### src/rtl/sgd_x_updated_ctrl.sv
// x_updated BRAM access controller: arbitrates the update pipeline, a clear sweep
// and a flow-controlled model readback stream onto a single BRAM port pair.
module sgd_x_updated_ctrl #(
    parameter int unsigned ADDR_W    = 8,
    parameter int unsigned DATA_W    = 32,
    parameter int unsigned RD_LAT    = 3,
    parameter int unsigned IDX_SHIFT = 9
) (
    input  logic              clk,
    input  logic              rst,
    input  logic [31:0]       dimension,
    input  logic              started,
    input  logic              cmd_clear,
    input  logic              cmd_dump,
    output logic              busy,
    output logic              done,
    input  logic [ADDR_W-1:0] upd_rd_addr,
    input  logic              upd_wr_en,
    input  logic [ADDR_W-1:0] upd_wr_addr,
    input  logic [DATA_W-1:0] upd_wr_data,
    output logic [ADDR_W-1:0] mem_rd_addr,
    input  logic [DATA_W-1:0] mem_rd_data,
    output logic              mem_wr_en,
    output logic [ADDR_W-1:0] mem_wr_addr,
    output logic [DATA_W-1:0] mem_wr_data,
    output logic [DATA_W-1:0] dump_data,
    output logic              dump_valid,
    input  logic              dump_ready,
    output logic              dump_last
);

    localparam int unsigned NW         = ADDR_W + 1;
    localparam logic [31:0] LOW_MASK   = (32'd1 << IDX_SHIFT) - 32'd1;
    localparam logic [2:0]  DRAIN_LAST = 3'd5;

    typedef enum logic [2:0] {
        S_IDLE,
        S_TRAIN,
        S_CLEAR,
        S_DRAIN,
        S_DUMP
    } state_t;

    state_t            state_q, state_d;
    logic [NW-1:0]     n_q, n_d;
    logic [NW-1:0]     cmd_n_q, cmd_n_d;
    logic [NW-1:0]     addr_q, addr_d;
    logic [NW-1:0]     pop_cnt_q, pop_cnt_d;
    logic [2:0]        drain_q, drain_d;
    logic [RD_LAT-1:0] pipe_q, pipe_d;
    logic [2:0]        out_q, out_d;
    logic [2:0]        fifo_cnt_q, fifo_cnt_d;
    logic [1:0]        wp_q, rp_q;
    logic [DATA_W-1:0] fifo_mem [4];

    logic issue, capture, pop;

    // Word count rounds up any partial bank/engine group.
    assign n_d = NW'(dimension >> IDX_SHIFT) + NW'(|(dimension & LOW_MASK));

    assign issue   = (state_q == S_DUMP) && (addr_q < cmd_n_q) &&
                     (({1'b0, out_q} + {1'b0, fifo_cnt_q}) < 4'd4);
    assign capture = pipe_q[RD_LAT-1];
    assign dump_valid = (fifo_cnt_q != 3'd0);
    assign pop        = dump_valid && dump_ready;
    assign dump_data  = dump_valid ? fifo_mem[rp_q] : '0;
    assign dump_last  = dump_valid && ((pop_cnt_q + NW'(1)) == cmd_n_q);

    always_comb begin
        pipe_d    = '0;
        pipe_d[0] = issue;
        for (int unsigned i = 1; i < RD_LAT; i++) begin
            pipe_d[i] = pipe_q[i-1];
        end
    end

    always_comb begin
        out_d = out_q;
        case ({issue, capture})
            2'b10:   out_d = out_q + 3'd1;
            2'b01:   out_d = out_q - 3'd1;
            default: out_d = out_q;
        endcase
        fifo_cnt_d = fifo_cnt_q;
        case ({capture, pop})
            2'b10:   fifo_cnt_d = fifo_cnt_q + 3'd1;
            2'b01:   fifo_cnt_d = fifo_cnt_q - 3'd1;
            default: fifo_cnt_d = fifo_cnt_q;
        endcase
    end

    always_comb begin
        state_d     = state_q;
        cmd_n_d     = cmd_n_q;
        addr_d      = addr_q;
        pop_cnt_d   = pop ? pop_cnt_q + NW'(1) : pop_cnt_q;
        drain_d     = drain_q;
        busy        = 1'b0;
        done        = 1'b0;
        mem_rd_addr = '0;
        mem_wr_en   = 1'b0;
        mem_wr_addr = '0;
        mem_wr_data = '0;
        case (state_q)
            S_IDLE: begin
                if (started) begin
                    state_d = S_TRAIN;
                end else if (cmd_clear) begin
                    state_d = S_CLEAR;
                    cmd_n_d = n_q;
                    addr_d  = '0;
                end else if (cmd_dump) begin
                    state_d   = S_DUMP;
                    cmd_n_d   = n_q;
                    addr_d    = '0;
                    pop_cnt_d = '0;
                end
            end
            S_TRAIN: begin
                mem_rd_addr = upd_rd_addr;
                mem_wr_en   = upd_wr_en;
                mem_wr_addr = upd_wr_addr;
                mem_wr_data = upd_wr_data;
                if (!started) begin
                    state_d = S_DRAIN;
                    drain_d = '0;
                end
            end
            S_DRAIN: begin
                // Writes still in the update pipeline must land after training stops.
                busy        = 1'b1;
                mem_wr_en   = upd_wr_en;
                mem_wr_addr = upd_wr_addr;
                mem_wr_data = upd_wr_data;
                if (started) begin
                    state_d = S_TRAIN;
                end else if (drain_q == DRAIN_LAST) begin
                    state_d = S_IDLE;
                end else begin
                    drain_d = drain_q + 3'd1;
                end
            end
            S_CLEAR: begin
                busy = 1'b1;
                if (addr_q < cmd_n_q) begin
                    mem_wr_en   = 1'b1;
                    mem_wr_addr = addr_q[ADDR_W-1:0];
                    addr_d      = addr_q + NW'(1);
                end else begin
                    done    = 1'b1;
                    state_d = S_IDLE;
                end
            end
            S_DUMP: begin
                busy        = 1'b1;
                mem_rd_addr = addr_q[ADDR_W-1:0];
                if (issue) begin
                    addr_d = addr_q + NW'(1);
                end
                if (pop_cnt_q == cmd_n_q) begin
                    done    = 1'b1;
                    state_d = S_IDLE;
                end
            end
            default: state_d = S_IDLE;
        endcase
    end

    always_ff @(posedge clk) begin
        if (rst) begin
            state_q    <= S_IDLE;
            n_q        <= '0;
            cmd_n_q    <= '0;
            addr_q     <= '0;
            pop_cnt_q  <= '0;
            drain_q    <= '0;
            pipe_q     <= '0;
            out_q      <= '0;
            fifo_cnt_q <= '0;
            wp_q       <= '0;
            rp_q       <= '0;
        end else begin
            state_q    <= state_d;
            n_q        <= n_d;
            cmd_n_q    <= cmd_n_d;
            addr_q     <= addr_d;
            pop_cnt_q  <= pop_cnt_d;
            drain_q    <= drain_d;
            pipe_q     <= pipe_d;
            out_q      <= out_d;
            fifo_cnt_q <= fifo_cnt_d;
            if (capture) wp_q <= wp_q + 2'd1;
            if (pop)     rp_q <= rp_q + 2'd1;
        end
    end

    always_ff @(posedge clk) begin
        if (capture) fifo_mem[wp_q] <= mem_rd_data;
    end

endmodule

### config.mk
export PLATFORM = sky130hd
export DESIGN_NAME = sgd_x_updated_ctrl
export DESIGN_NICKNAME = d
export VERILOG_FILES = /design/src/rtl/sgd_x_updated_ctrl.sv
export SDC_FILE = /design/constraint.sdc
export NUM_CORES = 1
export LEC_CHECK = 0
export ABC_CLOCK_PERIOD_IN_PS = 3230
export BUFFER_PORTS_ARGS = -buffer_cell sky130_fd_sc_hd__clkbuf_2
export CORE_AREA = 2 2 142 144
export DETAILED_ROUTE_END_ITERATION = 16
export DIE_AREA = 0 0 144 146
export PLACE_DENSITY = 0.67
export SLEW_MARGIN = 20
export SYNTH_ARGS = -nofsm -noshare
export SYNTH_HDL_FRONTEND = slang
export SYNTH_SLANG_ARGS = --single-unit
### constraint.sdc
create_clock -name clk -period 3.23 [get_ports clk]
set_clock_uncertainty 0.1 [all_clocks]
set_input_delay 0.323 -clock clk [delete_from_list [all_inputs] [get_ports clk]]
set_output_delay 0.323 -clock clk [all_outputs]
set_load 0.005 [all_outputs]
==> out/results.ini, run 1 <==
[layout]
finalNetCount = 997
drive_gt1_share_pct = 32.4
final_common_cell = clkbuf_2
area.growth.synth_to_final_pct = 22.5
final_cell_area_um2 = 10400
num_antenna_cells = 0
mostFrequentLayoutCells = 189 x clkbuf_2, 128 x edfxtp_1, 69 x and2_1

[grt]
antenna_found_initial = 0
grt.total_usage_pct = 16.9
grt_pass1_wl_um = 27700
grt_overflow = 0
grt_pass1_vias = 5534
grt_max_degree = 53

[worst_setup_path]
r2r_start = cmd_n_q[8]
critical_path_buf_inv_count = 1
slowest_delay_ps = 380
cp_common_cell = ha_1
required_ps = 3470
worstPathArrival_ps = 3360
cp_top_family = adder cells
r2r_cells = 11
crit_path_top_delay_cell = fa_1
cp-start-kind = flip-flop
critPathKind = reg2reg
crit_chain = inv_1 > ha_1 > and2_1 > a221oi_4 > o21ai_4 > nand4b_1 > ha_1 > fa_1 > xnor2_1 > or3_1 > a21oi_1
crit_fanout = 4
critical_path.startpoint = cmd_n_q[8]
rrSetupSlack_ps = 120
endpoint_kind = flip-flop
timing.rr.end = out_q[2]

[synthesis]
syn_area_um2 = 8460
ys_ff_latch = 185
netlist_instances = 661
synth_warnings = 0
synth_edf_count = 128
syn_nets = 804
synthFlopType = edfxtp_1
postSynth.asyncResetShare_pct = 0
syn_area_per_cell_um2 = 12.8
ys_seq_area_share_pct = 58.9
synthDistinctLibCells = 56

[floorplan]
io-pin-count = 204
initial_core_util_pct = 43.7
die_x_um = 144
num_rows = 51
die_h_um = 146
coreArea_um2 = 19300
die-area_um2 = 21000

[sta]
finalCriticalPeriod_ps = 3110
fmax_mhz = 321
final-hold-violation-count = 0
post-route-period-util_pct = 96.4
slew_headroom_pct = 57.2
worst_pin_slew_ps = 640
slew_violations = 0
setup_viol = 0

[routing]
drc = 0
via_count = 5687
wl_per_cell_um = 15.5
ant_nets = 0
drt_wl_total_um = 17600
firstDrtPassIters = 5
viasPerCell = 5.03
drt_iter0_drc = 412

[placement]
portBuffers = 189
dp_hpwl_um = 11800
placed_cell_area_um2 = 9710
place_congestion = 0.818

[power_and_ir_drop]
p_clk_share_pct = 40.9
p_int_mw = 3.98
p_sw_share_pct = 22.6
p_seq_share_pct = 50.0
switching_power_mw = 1.16
power_leakage_nw = 3.87
ir_drop_uv = 321
pwr-share-comb_pct = 9.1
power_density_nw_per_um2 = 496
power.total_mw = 5.14

[worst_hold_path]
min_path_cells = 1
hold-path-endpoint = fifo_mem[2][8]
hold_class = in2reg
min_from = mem_rd_data[8]

[clocking]
htreeDepth = 4
numCtsBuffers = 17
cts_tree = yes
clkSlewWorstSetupHoldPaths_ps = 70
clk_root_buffer_cell = clkbuf_16
cts.sink_count = 185
clockBufferDepth = 2
clock_latency_ps = 420

[run_status]
status = finished clean

[flow_run]
maxCapViolCount = 0

-- per-stage QoR --
step,util (%),setup TNS (ps),hold WS [ps],std cells,worst slack (ps)
after floorplan,-,0,314,661,480
after global placement,50.2,0,318,1097,268
after detailed placement,50.2,0,325,1097,167
after CTS,53.3,0,4.25,1127,19.9
after global routing,53.6,-59.3,1.76,1130,-59.3
final,53.6,0,23.3,1130,118
-- sequential cells by signal, indices dropped and copies added (netlist names), named ones only --
register	count
state_q	3
pipe_q	3
wp_q	2
out_q	3
pop_cnt_q	9
rp_q	2
cmd_n_q	9
n_q	9
addr_q	9
fifo_mem	128
fifo_cnt_q	3
drain_q	3
-- worst reg2reg max path, delay by kind of cell (launching register included) --
family                   cells  cell delay (ps)
XOR/XNOR                     1              150
adder cells (fa/ha/maj)      3             1000
AO/OA/AOI/OAI                3              580
buffers and inverters        1               60
flip-flops                   1              370
AND/OR/NAND/NOR              3              770
-- routing by layer --
metal  up-vias  track usage, %  wire (um)
met1      2736            21.9       7770
met4         0            5.44        274
met5         -               0          0
li1       2789               -          -
met2       142            28.4       8840
met3        20            3.52        679
-- power by group through the flow --
stage                     clock network (mW)  logic [mW]  registers [mW]
after floorplan                            0       0.269            2.61
after global placement                     0       0.446            2.62
after detailed placement                   0       0.451            2.62
after CTS                               2.14       0.453            2.57
after global routing                    2.25       0.517            2.57
final                                   2.10       0.467            2.57
-- area by class of cell --
type,instances,area (um2)
clock inverter,12,173
tap,265,332
inverter,24,90.1
timing repair buffer,207,1100
fill,1627,8970
multi-input combinational,419,3250
clock buffer,18,429
sequential,185,4990
-- how the worst max path moves through the flow --
stage | slack, ps | to | cells past startpoint
3_3_place_gp | 270 | out_q[2] | 11
5_1_grt | -60 | out_q[2] | 11
6_report | 120 | out_q[2] | 11
2_1_floorplan | 480 | out_q[2] | 11
3_5_place_dp | 170 | out_q[2] | 11
4_1_cts | 20 | mem_wr_addr[2] | 8
-- Yosys cell counts (19+ instances only) --
master / instances / area [um2]
edfxtp_1: 128 / 3840
nand2_1: 52 / 195
dfxtp_1: 57 / 1140
nor2_1: 43 / 161
clkbuf_1: 19 / 71.3
inv_1: 22 / 82.6
xnor2_1: 21 / 184
a21oi_1: 26 / 130
and2_1: 69 / 432
mux4_2: 32 / 721
ha_1: 22 / 275
nand3_1: 19 / 95.1
-- repair_timing --
action	4_1_cts	5_1_grt
endpoints found under the hold margin	0	1
hold buffers	0	1
resized for setup	0	4
setup buffers	0	1
endpoints found under the setup margin	0	6
-- logic make-up after synthesis --
group	after synthesis	share of synthesized area, %
DFF	185	58.9
AOI/OAI and AO/OA	80	6.26
muxes	41	9.60
adders and majority gates	24	3.73
and+or+nand+nor	243	15.3
xor gates and xnor gates	31	3.21
buffers and inverters	57	2.93
(Power assumes the default switching activity.)
==> inputs of run 2 (changes only) <==
Settings changed: BUFFER_PORTS_ARGS -buffer_cell sky130_fd_sc_hd__clkbuf_2 to -buffer_cell sky130_fd_sc_hd__buf_2.
==> out/results.ini, run 2 (same netlist as run 1, synthesis figures left out) <==
[run_status]
status = finished clean  ; unchanged

[floorplan]
die_x_um = 144  ; unchanged
num_rows = 51  ; unchanged
initial_core_util_pct = 43.7  ; unchanged
die_h_um = 146  ; unchanged
die-area_um2 = 21000  ; unchanged
io-pin-count = 204  ; unchanged
coreArea_um2 = 19300  ; unchanged

[clocking]
numCtsBuffers = 17  ; unchanged
clockBufferDepth = 2  ; unchanged
htreeDepth = 4  ; unchanged
clk_root_buffer_cell = clkbuf_16  ; unchanged
clkSlewWorstSetupHoldPaths_ps = 70  ; about the same
cts_tree = yes  ; unchanged
clock_latency_ps = 430  ; was 420 ps
cts.sink_count = 185  ; unchanged

[worst_setup_path]
critPathKind = reg2out  ; was reg2reg
crit_fanout = 5  ; was 4
cp-start-kind = flip-flop  ; unchanged
endpoint_kind = output pin  ; was flip-flop
slowest_delay_ps = 380  ; about the same
required_ps = 2810  ; was 3470 ps
crit_chain = inv_1 > ha_1 > and2_1 > a221oi_2 > o21ai_2 > buf_4 > nor3_2 > a22o_1 > buf_2  ; was inv_1 > ha_1 > and2_1 > a221oi_4 > o21ai_4 > nand4b_1 > ha_1 > fa_1 > xnor2_1 > or3_1 > a21oi_1
worstPathArrival_ps = 2630  ; was 3360 ps
crit_path_top_delay_cell = dfxtp_1  ; was fa_1

[layout]
final_common_cell = buf_2  ; was clkbuf_2
area.growth.synth_to_final_pct = 24.6  ; was 22.5%
mostFrequentLayoutCells = 189 x buf_2, 128 x edfxtp_1, 69 x and2_1  ; was 189 x clkbuf_2, 128 x edfxtp_1, 69 x and2_1
largest_reg_flops = 128  ; unchanged
drive_gt1_share_pct = 31.7  ; was 32.4%
num_antenna_cells = 0  ; unchanged
finalNetCount = 1018  ; was 997
regMostFlops = fifo_mem  ; unchanged

[grt]
grt_pass1_wl_um = 28200  ; was 27700 um
grt.total_usage_pct = 17.2  ; was 16.9%
antenna_found_initial = 0  ; unchanged
grt_pass1_vias = 5677  ; was 5534
grt_max_degree = 35  ; was 53
grt_overflow = 0  ; unchanged

[routing]
drt_wl_total_um = 17600  ; about the same
viasPerCell = 4.98  ; was 5.03
drc = 0  ; unchanged
drt_iter0_drc = 360  ; was 412
wl_per_cell_um = 15.3  ; was 15.5 um
firstDrtPassIters = 5  ; unchanged
via_count = 5728  ; was 5687
ant_nets = 0  ; unchanged

[power_and_ir_drop]
ir_drop_uv = 326  ; was 321 uV
power_density_nw_per_um2 = 483  ; was 496 nW/um2
power_leakage_nw = 3.99  ; was 3.87 nW

[sta]
slew_headroom_pct = 27.0  ; was 57.2%
post-route-period-util_pct = 94.6  ; was 96.4%
grt_setup_unrepaired = false
fmax_mhz = 327  ; was 321 MHz
final-hold-violation-count = 0  ; unchanged
finalCriticalPeriod_ps = 3050  ; was 3110 ps
setup_tns_ps = 0  ; unchanged
slew_violations = 0  ; unchanged
worst_pin_slew_ps = 1090  ; was 640 ps
setup_viol = 0  ; unchanged
timing.final.ws_setup_ps = 176  ; was 118 ps

[worst_hold_path]
hold_class = in2reg  ; unchanged

[placement]
portBuffers = 189  ; unchanged
dp_hpwl_um = 11700  ; was 11800 um
place_worst_setup_slack_ps = 183  ; was 167 ps
place_congestion = 0.823  ; was 0.818

[flow_run]
maxCapViolCount = 0  ; unchanged

==> run 2: cell count changes in the layout (fill, tap and decap cells not counted), sizes merged <==
cell         delta
clkinvlp        -2
clkbuf        -188
buf           +189
dlygate4sd3    +21
inv             +4
bufinv          -1
clkinv          -2
==> run 2: final timing paths <==
path	to	slack, ps	from	depth (start not counted)
max	mem_wr_addr[5]	180	cmd_n_q[8]	9
min	fifo_mem[2][1]	20	mem_rd_data[1]	1
max reg2reg	out_q[2]	230	cmd_n_q[8]	11
min reg2reg	cmd_n_q[8]	340	n_q[8]	2
==> run 2: cell type report <==
class                   count  area [um2]
well taps                 265         332
flip-flops and latches    185        4990
repair buffers            228        1320
clock buffers              19         433
clock inverters            11         139
multi-input cells         419        3240
inverters                  24        90.1
fillers                  1653        8800
==> run 2: metrics by stage <==
| stage | area, um2 | total power [mW] | util, % | hold slack (ps) | std cells |
|---|---|---|---|---|---|
| final | 10500 | 5.09 | 54.5 | 15.8 | 1151 |
| after global placement | 9730 | 3.07 | 50.3 | 317 | 1098 |
| after floorplan | 8460 | 2.88 | - | 314 | 661 |
| after global routing | 10500 | 5.29 | 54.5 | 3.36 | 1151 |
| after CTS | 10500 | 5.14 | 54.4 | 0.0545 | 1150 |
| after detailed placement | 9730 | 3.07 | 50.3 | 327 | 1098 |
==> run 2: what timing repair did <==
item	CTS	global route
hold buffers	22	0
resized for setup	0	3
setup buffers	0	1
setup endpoints to repair	0	6
hold endpoints to repair	87	0
==> run 2: layer usage <==
layer / track usage [%] / up-vias / part of all wire (%)
li1: - / 2836 / -
met1: 21.8 / 2726 / 45
met2: 29.4 / 155 / 50
met3: 3.95 / 11 / 3.8
met4: 4.90 / 0 / 1.1
met5: 0 / - / 0
==> run 2: where the power goes <==
group | total [mW] | internal, mW | leakage, nW | switching [mW]
registers | 2.57 | 2.55 | 1.61 | 0.0211
logic | 0.482 | 0.221 | 2.10 | 0.261
clock network | 2.04 | 1.15 | 0.279 | 0.889
==> run 2: worst max-delay path, delay by kind of cell (launching register included) <==
kind | cells | cell delay (ps)
adder cells (fa/ha/maj) | 1 | 330
AND/OR/NAND/NOR | 2 | 540
buffers and inverters | 3 | 330
flip-flops | 1 | 380
AO/OA/AOI/OAI | 3 | 630
==> inputs of run 3 (changes only) <==
Settings changed: ABC_CLOCK_PERIOD_IN_PS 3230 to 2700, HOLD_SLACK_MARGIN set to 0.05, PLACE_DENSITY 0.67 to 0.7.
Clock period 3.23 ns to 2.7 ns, I/O delays scaled along.
==> out/results.ini, run 3 (same netlist as run 1, synthesis figures left out) <==
[run_status]
status = complete, but fails checks  ; was finished clean
violations = setup timing

[worst_setup_path]
crit_chain = inv_2 > ha_4 > and2_4 > a221oi_4 > o21ai_2 > buf_4 > nand4b_1 > ha_2 > fa_2 > xnor2_1 > or3_1 > a21oi_1  ; was inv_1 > ha_1 > and2_1 > a221oi_2 > o21ai_2 > buf_4 > nor3_2 > a22o_1 > buf_2
critPathKind = reg2reg  ; was reg2out
critical_path.startpoint = cmd_n_q[8]  ; unchanged
crit_fanout = 2  ; was 5
endpoint_kind = flip-flop  ; was output pin
cp-start-kind = flip-flop  ; unchanged
slowest_delay_ps = 330  ; was 380 ps
required_ps = 2950  ; was 2810 ps
worstPathArrival_ps = 3100  ; was 2630 ps
r2r_start = cmd_n_q[8]  ; unchanged
crit_path_top_delay_cell = dfxtp_2  ; was dfxtp_1

[clocking]
clk_root_buffer_cell = clkbuf_16  ; unchanged
clock_latency_ps = 420  ; was 430 ps
clockBufferDepth = 2  ; unchanged
htreeDepth = 4  ; unchanged
cts.sink_count = 185  ; unchanged
numCtsBuffers = 17  ; unchanged
cts_tree = yes  ; unchanged
clkSlewWorstSetupHoldPaths_ps = 70  ; about the same

[layout]
num_antenna_cells = 0  ; unchanged
area.growth.synth_to_final_pct = 31.4  ; was 24.6%
fillers = 1589  ; was 1653
regMostFlops = fifo_mem  ; unchanged
final_common_cell = buf_2  ; unchanged
finalNetCount = 1073  ; was 1018
mostFrequentLayoutCells = 189 x buf_2, 128 x edfxtp_1, 68 x and2_1  ; was 189 x buf_2, 128 x edfxtp_1, 69 x and2_1
largest_reg_flops = 128  ; unchanged
drive_gt1_share_pct = 37.4  ; was 31.7%

[sta]
finalCriticalPeriod_ps = 2850
grt_setup_unrepaired = true  ; was false
fmax_mhz = 350
final-hold-violation-count = 0  ; unchanged
slew_violations = 0  ; unchanged
post-route-period-util_pct = 106
worst_pin_slew_ps = 488  ; was 1090 ps
whs_ps = 73.3  ; was 15.8 ps
setup_tns_ps = -478  ; was 0 ps
setup_viol = 6  ; was 0
timing.final.ws_setup_ps = -154  ; was 176 ps
slew_headroom_pct = 67.5  ; was 27.0%

[power_and_ir_drop]
p_seq_share_pct = 50.4  ; was 50.5%
ir_drop_uv = 420  ; was 326 uV
p_int_mw = 4.61  ; was 3.92 mW
p_clk_share_pct = 38.0  ; was 40.1%
power_leakage_nw = 4.28  ; was 3.99 nW
p_sw_share_pct = 24.1  ; was 23.0%
pwr-share-comb_pct = 11.6  ; was 9.5%
power_density_nw_per_um2 = 547  ; was 483 nW/um2
switching_power_mw = 1.47  ; was 1.17 mW

[grt]
antenna_found_initial = 0  ; unchanged
grt.total_usage_pct = 17.9  ; was 17.2%
grt_pass1_wl_um = 29300  ; was 28200 um
grt_max_degree = 40  ; was 35
grt_pass1_vias = 6044  ; was 5677
grt_overflow = 0  ; unchanged

[routing]
drt_iter0_drc = 320  ; was 360
ant_nets = 0  ; unchanged
wl_per_cell_um = 15.5  ; was 15.3 um
firstDrtPassIters = 4  ; was 5
drt_wl_total_um = 18700  ; was 17600 um
via_count = 6085  ; was 5728
viasPerCell = 5.04  ; was 4.98
drc = 0  ; unchanged

[floorplan]
io-pin-count = 204  ; unchanged
num_rows = 51  ; unchanged
die_h_um = 146  ; unchanged
die_x_um = 144  ; unchanged
die-area_um2 = 21000  ; unchanged
coreArea_um2 = 19300  ; unchanged
initial_core_util_pct = 43.7  ; unchanged

[placement]
portBuffers = 189  ; unchanged
place_congestion = 0.886  ; was 0.823
dp_hpwl_um = 12800  ; was 11700 um

[flow_run]
maxCapViolCount = 0  ; unchanged

[worst_hold_path]
min_from = dimension[14]  ; was mem_rd_data[1]
hold_class = in2reg  ; unchanged

[run 3: changes by cell type in the layout (fill, tap and decap cells not counted), sizes merged]
cell / previous run / this run
clkbuf: 19 / 18
bufinv: 2 / 0
clkinv: 2 / 5
inv: 30 / 32
buf: 206 / 246
clkdlybuf4s15: 0 / 1
dlygate4sd3: 22 / 36
[run 3: final cells by class]
cell class / count / area [um2] / area share (%)
clock buffers: 18 / 429 / 3.86
clock inverters: 14 / 130 / 1.17
inverters: 24 / 90.1 / 0.811
multi-input cells: 419 / 3340 / 30.1
flip-flops and latches: 185 / 5000 / 45.0
well taps: 265 / 332 / 2.98
repair buffers: 283 / 1790 / 16.1
[run 3: worst max-delay path, delay by kind of cell, from the launching register on]
family                   cells  cell delay [ps]
adder cells (fa/ha/maj)      3              790
AND/OR/NAND/NOR              3              680
AO/OA/AOI/OAI                3              550
flip-flops                   1              330
buffers and inverters        2              190
XOR/XNOR                     1              140
[run 3: stage by stage]
| stage | cells | instance area, um2 | setup WS (ps) | power, mW | utilization [%] |
|---|---|---|---|---|---|
| 2_1_floorplan | 661 | 8460 | 2.71 | 3.45 | - |
| 3_3_place_gp | 1124 | 9930 | -27.4 | 3.71 | 51.3 |
| 3_5_place_dp | 1124 | 9930 | -99.4 | 3.72 | 51.3 |
| 4_1_cts | 1205 | 11000 | -99.7 | 6.08 | 57.0 |
| 5_1_grt | 1208 | 11100 | -271 | 6.30 | 57.5 |
| 6_report | 1208 | 11100 | -154 | 6.08 | 57.5 |
[run 3: power groups by stage]
stage	Combinational, mW	Clock, mW	Sequential (mW)
after CTS	0.657	2.36	3.06
after global placement	0.588	0	3.13
after detailed placement	0.593	0	3.13
after floorplan	0.324	0	3.13
final	0.703	2.31	3.06
after global routing	0.767	2.47	3.07
[run 3: final timing paths]
check	end	slack, ps	cells after the start
min reg2reg	pipe_q[2]	330	1
min	n_q[5]	70	3
max reg2reg	out_q[2]	-150	12
max	out_q[2]	-150	12
[run 3: routing by layer]
layer  track usage [%]  share of wire [%]  wire length (um)  vias up
met5                 0                  0                 0        -
met4              4.95                1.0               186        0
met1              21.9                 43              7980     2953
met2              31.7                 51              9610      174
li1                  -                  -                 -     2947
met3              3.85                4.9               913       11
[run 3: what timing repair did]
| item | in CTS | in global routing |
|---|---|---|
| pin swaps | 12 | 16 |
| gates resized for setup | 20 | 14 |
| hold endpoints to repair | 132 | 0 |
| gates cloned | 0 | 1 |
| endpoints found under the setup margin | 11 | 18 |
| buffers inserted | 13 | 6 |
| hold buffers | 36 | 0 |
